`config.mk`:
```
export PLATFORM = sky130hd
export DESIGN_NAME = demux12_2bits_buffered
export DESIGN_NICKNAME = d
export VERILOG_FILES = /design/src/rtl/demux12_2bits_buffered.sv
export SDC_FILE = /design/constraint.sdc
export NUM_CORES = 1
export LEC_CHECK = 0
export BUFFER_PORTS_ARGS = -buffer_cell sky130_fd_sc_hd__buf_2
export CORE_MARGIN = 8
export CORE_UTILIZATION = 30
export CTS_BUF_LIST = sky130_fd_sc_hd__clkbuf_4
export CTS_CLUSTER_SIZE = 28
export DETAILED_ROUTE_END_ITERATION = 12
export PLACE_DENSITY = 0.55
export SYNTH_ARGS = -nofsm -noshare
export SYNTH_HDL_FRONTEND = slang
export SYNTH_SLANG_ARGS = --single-unit
```
`constraint.sdc`:
```
create_clock -name clk -period 2.8 [get_ports clk]
set_input_delay 0.28 -clock clk [delete_from_list [all_inputs] [get_ports clk]]
set_output_delay 0.28 -clock clk [all_outputs]
set_load 0.01 [all_outputs]
```
`src/rtl/demux12_2bits_buffered.sv`:
```
// rtl/demux12_2bits_buffered.sv - 1:2 demux for 2-bit words with an independent FIFO per output lane
module demux12_2bits_buffered #(
   parameter int DATA_W     = 2,
   parameter int FIFO_DEPTH = 2,
   parameter int CNT_W      = 8
) (
   input  logic              clk,
   input  logic              reset_L,
   input  logic [DATA_W-1:0] data_in,
   input  logic              sel_in,
   input  logic              valid_in,
   output logic              ready_in,
   output logic [DATA_W-1:0] data_out0,
   output logic              valid_out0,
   input  logic              ready_out0,
   output logic [DATA_W-1:0] data_out1,
   output logic              valid_out1,
   input  logic              ready_out1,
   output logic [CNT_W-1:0]  cnt0,
   output logic [CNT_W-1:0]  cnt1
);
   localparam int PTR_W = $clog2(FIFO_DEPTH);

   logic [1:0]             full;
   logic [1:0]             valid;
   logic [1:0]             take;
   logic [1:0]             lane_sel;
   logic [1:0][DATA_W-1:0] head;
   logic [1:0][CNT_W-1:0]  cnt;
   logic                   accept;

   // Full flags come from registered occupancy, so a pop this cycle never opens space until the next.
   assign lane_sel = {sel_in, ~sel_in};
   assign ready_in = reset_L & ~full[sel_in];
   assign accept   = valid_in & ready_in;
   assign take     = {ready_out1, ready_out0};

   genvar k;
   generate
      for (k = 0; k < 2; k++) begin : g_lane
         logic [DATA_W-1:0] mem [FIFO_DEPTH];
         logic [PTR_W-1:0]  wr_ptr;
         logic [PTR_W-1:0]  rd_ptr;
         logic [PTR_W:0]    occ;
         logic [CNT_W-1:0]  words;
         logic              push;
         logic              pop;

         assign push     = accept & lane_sel[k];
         assign pop      = valid[k] & take[k];
         assign valid[k] = (occ != '0);
         assign full[k]  = (occ == (PTR_W+1)'(FIFO_DEPTH));
         assign head[k]  = valid[k] ? mem[rd_ptr] : '0;
         assign cnt[k]   = words;

         always_ff @(posedge clk or negedge reset_L) begin
            if (!reset_L) begin
               for (int i = 0; i < FIFO_DEPTH; i++) begin
                  mem[i] <= '0;
               end
               wr_ptr <= '0;
               rd_ptr <= '0;
               occ    <= '0;
               words  <= '0;
            end else begin
               if (push) begin
                  mem[wr_ptr] <= data_in;
                  wr_ptr      <= wr_ptr + 1'b1;
                  words       <= words + 1'b1;
               end
               if (pop) begin
                  rd_ptr <= rd_ptr + 1'b1;
               end
               if (push && !pop) begin
                  occ <= occ + 1'b1;
               end else if (pop && !push) begin
                  occ <= occ - 1'b1;
               end
            end
         end
      end
   endgenerate

   assign data_out0  = head[0];
   assign data_out1  = head[1];
   assign valid_out0 = valid[0];
   assign valid_out1 = valid[1];
   assign cnt0       = cnt[0];
   assign cnt1       = cnt[1];
endmodule

```
[Word level (Yosys, flattened, before mapping)]
Index checks and enable logic that the tools add are counted.
Word-level totals
  register bits after elaboration: 32
  bits of input ports: 8
  output and inout port bits: 23
Operators by class
  $add $sub $neg: 10
  order comparisons: 7
  eq/ne operators: 2
  multiplexer cells: 20
  bitwise operators: 12
  reduce and logical (&&, ||, !) cells: 14
Operators by type and width (number)
  $mux 2: 14
  $add 8x1->8 const B: 2
  $bwmux 4: 2
  $ge 2x2->1 const B: 4
  $not 1->2: 4
  $reduce_bool 2->1: 4
  $and 1x1->1: 6
  $logic_and 1x1->1: 6
  $add 1x1->1 const B: 4
  $add 2x1->2 const B: 2
  $demux 2 s1: 2
  $eq 2x2->1 const B: 2
  $logic_not 1->1: 4
  $lt 2x1->1 const B: 2
  $sub 2x1->2 const B: 2
  $lt 1x2->1 const B: 1
  $mux 1: 2
  $not 1->1: 2

[Longest topological paths before layout]
  depth in word-level cells: 11
  mapped depth: 7
  depth with buffers taken out: 7

[Least setup slack after synthesis]
OpenSTA, ideal clock, no wires.
  kind: flip-flop to flip-flop
  from: register g_lane[1].occ[0]
  to: register g_lane[1].occ[1]
  setup time: 0.079 ns
  arrival: 1.495 ns
  required time: 2.721 ns
  path slack: 1.226 ns
  stages on the path, launching flop included: 7
  path buffers: 1
  cell sequence: dfrtp_1 -> nand2b_1 -> and4_1 -> buf_4 -> ha_1 -> nor2_1 -> xor2_1
Between the ends
  cells in the longest elaborated chain, start to end: 10
RTL lines
  start: declaration: line 44  | logic [PTR_W:0] occ;
  start signal: assignment: line 75  | occ <= occ + 1'b1;
  start signal: assignment: line 77  | occ <= occ - 1'b1;
  $eq 2x2->1 (*): line 52  | assign full[k] = (occ == (PTR_W+1)'(FIFO_DEPTH));
  $mux 1 (implied by the code) (*) (2 in series): line 34  | assign ready_in = reset_L & ~full[sel_in];
  $not 1->1 (*): line 34
  $and 1x1->1 (*): line 34
  $and 1x1->1 (*): line 35  | assign accept = valid_in & ready_in;
  $and 1x1->1 (*): line 49  | assign push = accept & lane_sel[k];
  via g_lane[1].push: line 46  | logic push;
  $logic_not 1->1: line 76  | end else if (pop && !push) begin
  $logic_and 1x1->1: line 76
  $reduce_bool 2->1 (no line)
The timed path passes the listed nets; every way through them passes the cells marked *. The select of a mux whose other input is x is not followed.
A chain may end at the register's enable or synchronous reset.

[Worst setup path after layout]
  from: input port reset_L
  to: register g_lane[1].mem[3] (netlist name)
Between the ends
  cells in the longest elaborated chain, start to end: 3
RTL lines
  start: declaration: line 8  | input logic reset_L,
  $and 1x1->1: line 34
  $and 1x1->1: line 35
  $and 1x1->1: line 49
  end signal: indexed assignment: line 67  | mem[wr_ptr] <= data_in;
  end: declaration: line 41  | logic [DATA_W-1:0] mem [FIFO_DEPTH];
Every way passes these cells.

==> impl_metrics.json <==
{
  "crit_fanout": 21,
  "hold_viol_final": 0,
  "critPathCaptureType": "flop",
  "coreArea_mm2": 0.00469,
  "crit_arrival_ns": 2.38,
  "stdcell_count": 207,
  "grt_max_degree": 22,
  "grt_setup_unrepaired": "no",
  "hpwlAfterDp_um": 2210,
  "ff2ff_path_depth": 4,
  "r2r_start": "g_lane[1].occ[0]",
  "diodes": 0,
  "p_total_mw": 1.67,
  "viasPerCell": 4.63,
  "root_buffer": "clkbuf_4",
  "whs_ns": 0.235,
  "dp_cells": 199,
  "die_w_um": 85.6,
  "synth_warnings": 0,
  "syn_inst": 115,
  "crit_required_ns": 3.01,
  "synth_seq_area_share": 0.551,
  "dr.pass1.iters": 4,
  "drtIter0Drc": 11,
  "slew_viol_final": 0,
  "tightest_slew_ns": 0.487,
  "r2r_end": "g_lane[1].mem[3]",
  "die_h_um": 85.6,
  "utilization": 0.368,
  "antenna_found_initial": 0,
  "grt_pass1_wl_um": 4890,
  "fin_crit_ns": 2.17,
  "p_leak_nw": 0.840,
  "setup_viol": 0,
  "grt_pass1_vias": 1018,
  "overflow": 0,
  "cap_violations": 0,
  "clock_latency_ns": 0.32,
  "final_cell_mix": "dfrtp_1 (32), buf_2 (30), xnor2_1 (15), nor2_1 (9), xor2_1 (9)",
  "final_common_cell": "dfrtp_1",
  "ys_seq_elements": 32,
  "syn-num-nets": 127,
  "via_count": 959,
  "wl_per_cell_um": 14.0,
  "cp-endpoint": "g_lane[1].mem[3]",
  "numClockSinks": 32,
  "post-route-period-util": 0.776,
  "syn_area_per_cell_um2": 12.6,
  "rows": 25,
  "timing.final.ws_setup_ns": 0.627,
  "tritoncts": "done",
  "design_area_mm2": 0.00173,
  "status": "finished clean",
  "crit_path_start_kind": "input port",
  "detailedPlace.worstSlack_ns": 0.795,
  "finClkSkew_ns": 0.00803,
  "clk_pin_slew_worst_paths_ns": 0.10,
  "pin_count": 31,
  "nNetsFinal": 165,
  "syn-cell-area_mm2": 0.00145,
  "hp-class": "in -> reg",
  "hold_depth": 3,
  "gp_routability_congestion": 0.712,
  "max_freq_ghz": 0.460,
  "slew_headroom": 0.672,
  "ys_types": 23,
  "drtAntennaViolNets": 0,
  "htree_num_levels": 2,
  "path_class": "in -> reg",
  "initial_core_util": 0.310,
  "syn2layout_area_growth_pct": 18.8,
  "hold_start": "ready_out0",
  "cts_buffers": 5,
  "dpl_cell_area_mm2": 0.00167,
  "port-buffer-count": 30,
  "setup-tns-final_ns": 0,
  "die-area_mm2": 0.00732,
  "routed_wl_um": 2890,
  "setup.worst_path.start": "reset_L",
  "grt_use_total": 0.0858,
  "fillers": 455,
  "power_density_mw_per_mm2": 966,
  "clock_path_buffers": 2,
  "regToRegSetupSlack_ns": 1.01,
  "vdd_drop_max_uv": 212,
  "drive_above_1_share": 0.327,
  "route.detailed.drc": 0
}
synth_stat cells:
cell / number / area share
ha_1: 4 / 0.034
buf_4: 1 / 0.0052
and3_1: 3 / 0.013
nand3_1: 3 / 0.010
inv_1: 2 / 0.0052
nor2b_1: 2 / 0.0086
nor2b_2: 1 / 0.0060
nor4_2: 1 / 0.0086
xor2_1: 9 / 0.054
a21oi_1: 1 / 0.0034
nand2_1: 6 / 0.016
mux2i_1: 4 / 0.028
nor3_4: 1 / 0.011
xnor2_1: 15 / 0.090
nor4_1: 1 / 0.0043
mux2_2: 8 / 0.062
nand4_1: 7 / 0.030
dfrtp_1: 32 / 0.55
nand2b_1: 1 / 0.0043
and4_1: 1 / 0.0060
mux2_4: 2 / 0.021
nor2_1: 9 / 0.023
nand2_2: 1 / 0.0043
logic make-up (layout without fill, tap and decap cells):
logic type               Yosys count  in the layout  synth area share
flip-flops                        32             32             0.551
buffers and inverters              3             41            0.0103
AND/OR/NAND/NOR                   37             37             0.146
AO/OA/AOI/OAI                      1              1           0.00344
multiplexers                      14             14             0.110
XOR/XNOR                          24             24             0.145
adder cells (fa/ha/maj)            4              4            0.0345
power breakdown:
part	total [mW]	internal, mW	leakage, nW	switching [mW]
sequential	0.823	0.642	0.400	0.181
clock	0.230	0.0875	0.0261	0.143
combinational	0.615	0.316	0.414	0.299
how the worst min path moves through the flow:
stage                                  end
after floorplan                    cnt0[0]
after global placement    g_lane[0].wr_ptr
after detailed placement  g_lane[1].mem[3]
after CTS                 g_lane[0].mem[1]
after global routing      g_lane[0].mem[1]
final                     g_lane[0].rd_ptr
layer usage:
layer | wire length, µm | vias to the layer above | global-route usage
met3 | 224 | 6 | 0.0411
met5 | 0 | - | 0
met4 | 64 | 0 | 0.0446
met1 | 1210 | 456 | 0.0909
li1 | - | 469 | -
met2 | 1390 | 28 | 0.139
critical path: stages:
cell and delay, ns:
dlygate4sd3_1 0.53, buf_2 0.39, and4_1 0.56, nor2b_1 0.26
mux2_2 0.36
flip-flops by register name (all words and copies together), names as in the netlist:
signal and cells:
cnt0 8, g_lane.mem 8, g_lane.wr_ptr 2, g_lane.occ 4, cnt1 8, g_lane.rd_ptr 2
what timing repair did:
action                    in CTS  in global routing
hold endpoints to repair      18                  0
hold buffers                   1                  0
buffers inserted               0                  0
resized for setup              0                  0
area by class of cell:
class                           count  area [µm²]  area share
Clock buffer                        5        37.5      0.0218
Clock inverter                      2        7.51     0.00435
Multi-Input combinational cell     80         637       0.369
Sequential cell                    32         801       0.464
Inverter                            2        7.51     0.00435
Tap cell                           54        67.6      0.0392
Timing Repair Buffer               32         168      0.0972
No activity file was read; power rests on OpenSTA's default activity.
